### src/rtl/salu_pkg.sv
// Shared types and constants for the CLO/CLZ issue controller.
package salu_pkg;

    // Controller states:
    //   IDLE  | ready for a new CLO/CLZ request
    //   ISSUE | one-cycle start pulse to the unit, busy not yet meaningful
    //   WAIT  | unit counting, watchdog running
    //   DONE  | result held for writeback
    typedef enum logic [1:0] {
        IDLE  = 2'd0,
        ISSUE = 2'd1,
        WAIT  = 2'd2,
        DONE  = 2'd3
    } salu_ctrl_state_e;

    // Largest count the unit can legally return (all-ones CLO / all-zeros CLZ).
    localparam int          SALU_MAX_COUNT  = 32;
    // Result reported to writeback when the unit never drops busy.
    localparam logic [31:0] SALU_ERR_RESULT = 32'hFFFF_FFFF;

endpackage

### src/rtl/salu_watchdog.sv
// Up-counting watchdog: runs while enabled, flags the final permitted cycle.
module salu_watchdog #(
    parameter int CYCLES = 40
) (
    input  logic clk,
    input  logic reset,
    input  logic i_clr,
    input  logic i_en,
    output logic o_term
);

    localparam int                CNT_W = (CYCLES > 1) ? $clog2(CYCLES) : 1;
    localparam logic [CNT_W-1:0]  TERM  = CNT_W'(CYCLES - 1);

    logic [CNT_W-1:0] r_count;

    // Count enabled cycles; hold at the terminal value until cleared.
    always_ff @(posedge clk) begin
        if (reset || i_clr) begin
            r_count <= '0;
        end else if (i_en && !o_term) begin
            r_count <= r_count + 1'b1;
        end
    end

    // Terminal flag marks the CYCLES-th enabled cycle.
    assign o_term = i_en && (r_count == TERM);

endmodule

### src/rtl/salu_issue_ctrl.sv
// Execute-stage controller wrapping the multi-cycle CLO/CLZ unit:
// request handshake -> start pulse -> busy tracking -> result handshake.
module salu_issue_ctrl
    import salu_pkg::*;
#(
    parameter int WATCHDOG_CYCLES = 40,
    parameter int DEST_W          = 5
) (
    input  logic              clk,
    input  logic              reset,
    input  logic              flush,
    input  logic              in_valid,
    output logic              in_ready,
    input  logic              in_is_clo,
    input  logic [31:0]       in_operand,
    input  logic [DEST_W-1:0] in_dest,
    output logic              salu_clo,
    output logic              salu_clz,
    output logic [31:0]       salu_a,
    output logic              salu_flush,
    input  logic [31:0]       salu_r,
    input  logic              salu_busy,
    output logic              out_valid,
    input  logic              out_ready,
    output logic [31:0]       out_result,
    output logic [DEST_W-1:0] out_dest,
    output logic              stall,
    output logic              wd_error
);

    // A watchdog shorter than the longest legal busy phase would flag good
    // operations, so it is never allowed below that bound.
    localparam int WD_CYCLES = (WATCHDOG_CYCLES < SALU_MAX_COUNT + 2) ?
                               SALU_MAX_COUNT + 2 : WATCHDOG_CYCLES;

    salu_ctrl_state_e  r_state;
    salu_ctrl_state_e  w_next_state;
    logic              w_accept;
    logic              w_wd_term;
    logic              w_in_wait;

    logic [31:0]       r_operand;
    logic              r_is_clo;
    logic [DEST_W-1:0] r_dest;
    logic [31:0]       r_result;
    logic              r_wd_error;

    assign w_in_wait = (r_state == WAIT);

    salu_watchdog #(
        .CYCLES (WD_CYCLES)
    ) u_watchdog (
        .clk    (clk),
        .reset  (reset),
        .i_clr  (!w_in_wait || flush),
        .i_en   (w_in_wait),
        .o_term (w_wd_term)
    );

    // State register.
    always_ff @(posedge clk) begin
        if (reset) begin
            r_state <= IDLE;
        end else begin
            r_state <= w_next_state;
        end
    end

    // Next-state decode and all handshake/control outputs.
    always_comb begin
        w_next_state = r_state;
        w_accept     = 1'b0;
        in_ready     = 1'b0;
        salu_clo     = 1'b0;
        salu_clz     = 1'b0;
        out_valid    = 1'b0;
        stall        = 1'b0;

        case (r_state)
            IDLE: begin
                in_ready = 1'b1;
                if (in_valid) begin
                    w_accept     = 1'b1;
                    w_next_state = ISSUE;
                end
            end
            ISSUE: begin
                // Busy is still low here; the unit raises it one cycle later.
                salu_clo     = r_is_clo;
                salu_clz     = !r_is_clo;
                stall        = 1'b1;
                w_next_state = WAIT;
            end
            WAIT: begin
                stall = 1'b1;
                if (!salu_busy || w_wd_term) begin
                    w_next_state = DONE;
                end
            end
            DONE: begin
                out_valid = 1'b1;
                stall     = !out_ready;
                if (out_ready) begin
                    w_next_state = IDLE;
                end
            end
            default: w_next_state = IDLE;
        endcase

        // The unit re-triggers on a level, so a start must never survive a
        // flush or reset cycle.
        if (flush || reset) begin
            salu_clo = 1'b0;
            salu_clz = 1'b0;
        end

        if (flush) begin
            w_accept     = 1'b0;
            out_valid    = 1'b0;
            w_next_state = IDLE;
        end
    end

    assign salu_flush = flush || reset;
    assign salu_a     = r_operand;
    assign out_result = r_result;
    assign out_dest   = r_dest;
    assign wd_error   = r_wd_error;

    // Request capture, result capture and the sticky watchdog error.
    always_ff @(posedge clk) begin
        if (reset) begin
            r_operand  <= '0;
            r_is_clo   <= 1'b0;
            r_dest     <= '0;
            r_result   <= '0;
            r_wd_error <= 1'b0;
        end else begin
            if (w_accept) begin
                r_operand <= in_operand;
                r_is_clo  <= in_is_clo;
                r_dest    <= in_dest;
            end
            if (w_in_wait && !flush) begin
                if (!salu_busy) begin
                    r_result <= salu_r;
                end else if (w_wd_term) begin
                    r_result   <= SALU_ERR_RESULT;
                    r_wd_error <= 1'b1;
                end
            end
        end
    end

endmodule

### config.mk
export PLATFORM = sky130hd
export DESIGN_NAME = salu_issue_ctrl
export DESIGN_NICKNAME = d
export VERILOG_FILES = /design/src/rtl/salu_pkg.sv /design/src/rtl/salu_watchdog.sv /design/src/rtl/salu_issue_ctrl.sv
export SDC_FILE = /design/constraint.sdc
export NUM_CORES = 1
export LEC_CHECK = 0
export ABC_AREA = 1
export CORE_MARGIN = 2
export CORE_UTILIZATION = 50
export DETAILED_ROUTE_END_ITERATION = 16
export DONT_BUFFER_PORTS = 1
export PLACE_DENSITY = 0.72
export SLEW_MARGIN = 20
export SYNTH_ARGS = -nofsm -noshare
export SYNTH_HDL_FRONTEND = slang
export SYNTH_HIERARCHICAL = 1
export SYNTH_SLANG_ARGS = --single-unit
### constraint.sdc
create_clock -name clk -period 3 [get_ports clk]
set_clock_uncertainty 0.1 [all_clocks]
set_input_delay 0.15 -clock clk [delete_from_list [all_inputs] [get_ports clk]]
set_output_delay 0.15 -clock clk [all_outputs]
set_load 0.05 [all_outputs]
==> impl_metrics.prom <==
# TYPE chip_impl_metric gauge
chip_impl_info{name="status",value="complete, no violations"} 1
chip_impl_metric{name="syn_nets",unit=""} 484
chip_impl_metric{name="routed_wirelength",unit="µm"} 7640
chip_impl_metric{name="combinational_power_share",unit="%"} 10.4
chip_impl_metric{name="core_area",unit="µm²"} 5960
chip_impl_metric{name="number_of_nets_in_the_layout",unit=""} 549
chip_impl_metric{name="register_bit_total_from_synthesis",unit=""} 79
chip_impl_info{name="synth_area_leaders",value="dfxtp_1 (51%), nor2_1 (19%), o21ai_0 (6.0%), o21ai_1 (5.8%), buf_6 (3.6%)"} 1
chip_impl_metric{name="area.growth.synth_to_final",unit="%"} 28.9
chip_impl_info{name="synth_top_family_by_area",value="simple AND/OR/NAND/NOR gates"} 1
chip_impl_metric{name="drtAntennaViolNets",unit=""} 0
chip_impl_metric{name="synth-compound-area-share",unit="%"} 13.1
chip_impl_info{name="most_frequent_cells_in_the_layout",value="nor2_1 (155), dfxtp_1 (79), dlygate4sd3_1 (74)"} 1
chip_impl_metric{name="dpl.cell_count",unit=""} 457
chip_impl_metric{name="irDropWorstVdd",unit="V"} 0.000479
chip_impl_metric{name="detail_route.drc_violations",unit=""} 0
chip_impl_metric{name="ctsLongestPathBuffers",unit=""} 2
chip_impl_metric{name="die-height",unit="µm"} 82.9
chip_impl_metric{name="synth.yosys.seq_area_share",unit="%"} 50.9
chip_impl_info{name="tritoncts_clock_tree",value="done"} 1
chip_impl_metric{name="final_min_period_over_clock_period",unit="%"} 83.4
chip_impl_metric{name="remaining_global_route_overflow",unit=""} 0
chip_impl_metric{name="max-slew-margin-rel",unit="%"} 36.0
chip_impl_metric{name="synth.mux.area_fraction",unit="%"} 0
chip_impl_metric{name="postCtsResizedCells",unit=""} 0
chip_impl_metric{name="detail_route.wl_per_cell",unit="µm"} 14.0
chip_impl_metric{name="firstDrtPassIters",unit=""} 4
chip_impl_metric{name="grt_max_degree",unit=""} 71
chip_impl_info{name="timing_worst_setup_path_type",value="register to register"} 1
chip_impl_info{name="worst_setup_path_start_kind",value="register"} 1
chip_impl_metric{name="drt-initial-drc-count",unit=""} 174
chip_impl_metric{name="arithmetic_cell_share_of_the_synthesized_area_counting_full_adders_half_adders_and_majority_gates",unit="%"} 2.41
chip_impl_metric{name="post_synth_xor_area_fraction",unit="%"} 0
chip_impl_metric{name="synthCells",unit=""} 402
chip_impl_metric{name="postSynthAreaPerCell",unit="µm²"} 7.73
chip_impl_metric{name="finish.utilization",unit="%"} 67.3
chip_impl_metric{name="power_leakage",unit="nW"} 1.58
chip_impl_metric{name="max_slew.worst_pin.slew",unit="ps"} 960
chip_impl_metric{name="source_to_sink_clock_delay_at_the_later_pin_of_the_worst_skew_pair",unit="ps"} 320
chip_impl_metric{name="core.rowCount",unit=""} 28
chip_impl_metric{name="worst-endpoint-arrival",unit="ps"} 2620
chip_impl_metric{name="start_util",unit="%"} 52.2
chip_impl_metric{name="drive_above_1_share",unit="%"} 7.63
chip_impl_metric{name="cts.sink_count",unit=""} 79
chip_impl_metric{name="vias_per_cell",unit=""} 5.11
chip_impl_metric{name="antenna_violations_before_repair",unit=""} 0
chip_impl_info{name="cpMaxStageDelayCell",value="dlygate4sd3_1"} 1
chip_impl_info{name="mostFrequentLayoutCell",value="nor2_1"} 1
chip_impl_info{name="grt_setup_unrepaired",value="false"} 1
chip_impl_metric{name="timing.setup.tns",unit="ps"} 0
chip_impl_info{name="min_path_type",value="input port to register"} 1
chip_impl_metric{name="holdWs",unit="ps"} 34.6
chip_impl_metric{name="switching_share",unit="%"} 29.3
chip_impl_info{name="synth_area_leader_cell",value="dfxtp_1"} 1
chip_impl_metric{name="post-layout-total-power",unit="W"} 0.00242
chip_impl_metric{name="post_synth_instance_area",unit="µm²"} 3110
chip_impl_metric{name="grt_first_pass_wirelength",unit="µm"} 12400
chip_impl_metric{name="cts_inserted_buffers",unit=""} 9
chip_impl_metric{name="htree_num_levels",unit=""} 3
chip_impl_metric{name="critPathMaxFanout",unit=""} 32
chip_impl_metric{name="synthesis.yosys.warnings",unit=""} 6
chip_impl_metric{name="seq_power_share",unit="%"} 53.9
chip_impl_metric{name="clock.fmax",unit="MHz"} 400
chip_impl_metric{name="number_of_inserted_diodes",unit=""} 0
chip_impl_metric{name="timing.max_cap.violations",unit=""} 0
chip_impl_metric{name="switching_power",unit="W"} 0.000709
chip_impl_metric{name="synth.distinct_cells",unit=""} 27
chip_impl_metric{name="max_stage_delay",unit="ps"} 550
chip_impl_metric{name="crit_required",unit="ps"} 3110
chip_impl_info{name="cp_cell_sequence",value="inv_1 -> ha_1 -> inv_2 -> nor2_2 -> nand2_2 -> nor2_1 -> nor2_1 -> dlygate4sd3_1"} 1
chip_impl_metric{name="layout.cells.non_filler",unit=""} 547
chip_impl_metric{name="clkSlewWorstSetupHoldPaths",unit="ps"} 80
chip_impl_metric{name="synth_simple_gate_area_share",unit="%"} 25.2
chip_impl_metric{name="gp_congestion",unit=""} 0.782
chip_impl_metric{name="die-width",unit="µm"} 82.9
chip_impl_metric{name="number_of_max_slew_violations_in_the_final_report",unit=""} 0
chip_impl_metric{name="p_int",unit="W"} 0.00171
chip_impl_metric{name="final-hold-violation-count",unit=""} 0
chip_impl_metric{name="clock_power_share",unit="%"} 35.7
chip_impl_metric{name="vias",unit=""} 2797
chip_impl_metric{name="powerDensity",unit="nW/µm²"} 604
chip_impl_metric{name="post-route-min-period",unit="ps"} 2500
chip_impl_metric{name="grt_util_all_layers",unit="%"} 21.6
chip_impl_metric{name="dp_hpwl",unit="µm"} 4550
chip_impl_metric{name="yosys.area.top_type_share",unit="%"} 50.9
chip_impl_metric{name="grt_pass1_vias",unit=""} 2707
chip_impl_info{name="crit_top_cell",value="nor2_1"} 1
chip_impl_metric{name="io_buffer_count",unit=""} 0
chip_impl_info{name="cp-end-kind",value="register"} 1
chip_impl_metric{name="die-area",unit="µm²"} 6860
chip_impl_info{name="root_buffer",value="clkbuf_8"} 1
chip_impl_metric{name="top_level_ports",unit=""} 152
chip_impl_metric{name="setup-violations-final",unit=""} 0
-- logic make-up after synthesis --
logic type,Yosys count
compound gates,80
fa+ha+maj,6
flops,79
simple gates,191
buf+inv,46
-- critical path, delay by kind of cell, from the launching register on --
family	cells	cell delay, ps
and+or+nand+nor	4	760
buffers and inverters	3	720
adders and majority gates	1	470
DFF	1	340
-- per-layer routing --
layer  vias to the layer above  global-route usage [%]  wire, µm
li1                       1405                       -         -
met5                         -                       0         0
met3                        12                    5.86       503
met1                      1272                    23.3      3100
met4                         0                    8.79       150
met2                       108                    39.7      3880
-- per-stage QoR --
stage	worst slack, ps	instance area (µm²)
5_1_grt	335	4010
3_3_place_gp	991	3050
3_5_place_dp	905	3050
4_1_cts	538	4010
2_1_floorplan	1230	3110
6_report	498	4010
-- final timing paths --
path	startpoint	endpoint	slack, ps	depth (start not counted)
min reg2reg	u_watchdog/r_count[4]$_SDFFE_PP0P_	u_watchdog/r_count[4]$_SDFFE_PP0P_	380	1
max reg2reg	r_state[0]$_SDFFE_PN0P_	out_result[30]$_SDFFE_PP0P_	500	8
min	in_valid	r_state[1]$_SDFFE_PN0P_	30	5
max	r_state[0]$_SDFFE_PN0P_	out_result[30]$_SDFFE_PP0P_	500	8
-- state kept, by name, indices dropped and copies added, names as in the netlist --
register / count
out_dest: 5
r_state: 2
u_watchdog/r_count: 6
r_is_clo: 1
wd_error: 1
salu_a: 32
out_result: 32
-- power by group through the flow --
stage | sequential [W] | clock [W] | combinational, W
finish | 0.00131 | 0.000865 | 0.000251
CTS | 0.00130 | 0.000886 | 0.000248
floorplan | 0.00132 | 0 | 0.000158
detailed placement | 0.00133 | 0 | 0.000171
global route | 0.00131 | 0.000929 | 0.000282
global placement | 0.00133 | 0 | 0.000165
-- what timing repair did --
action                                 4_1_cts  5_1_grt
hold buffers                                74        0
buffers inserted                             0        0
endpoints found under the hold margin       79        0
-- synthesized netlist by cell type (all sizes together) --
library cell  count
nor2            159
dfxtp            79
o21ai            73
inv              24
nand2            20
buf              16
nand3             7
clkbuf            6
ha                6
a21oi             5
nand4             2
a31oi             1
nand3b            1
nor3              1
o21bai            1
or2               1
-- layout make-up --
type | instances | area, µm²
Timing Repair Buffer | 76 | 756
Multi-Input combinational cell | 277 | 1270
Fill cell | 478 | 1950
Clock inverter | 5 | 78.8
Sequential cell | 79 | 1580
Tap cell | 75 | 93.8
Clock buffer | 11 | 141
Inverter | 24 | 90.1
Power figures use the tool's default switching activity.
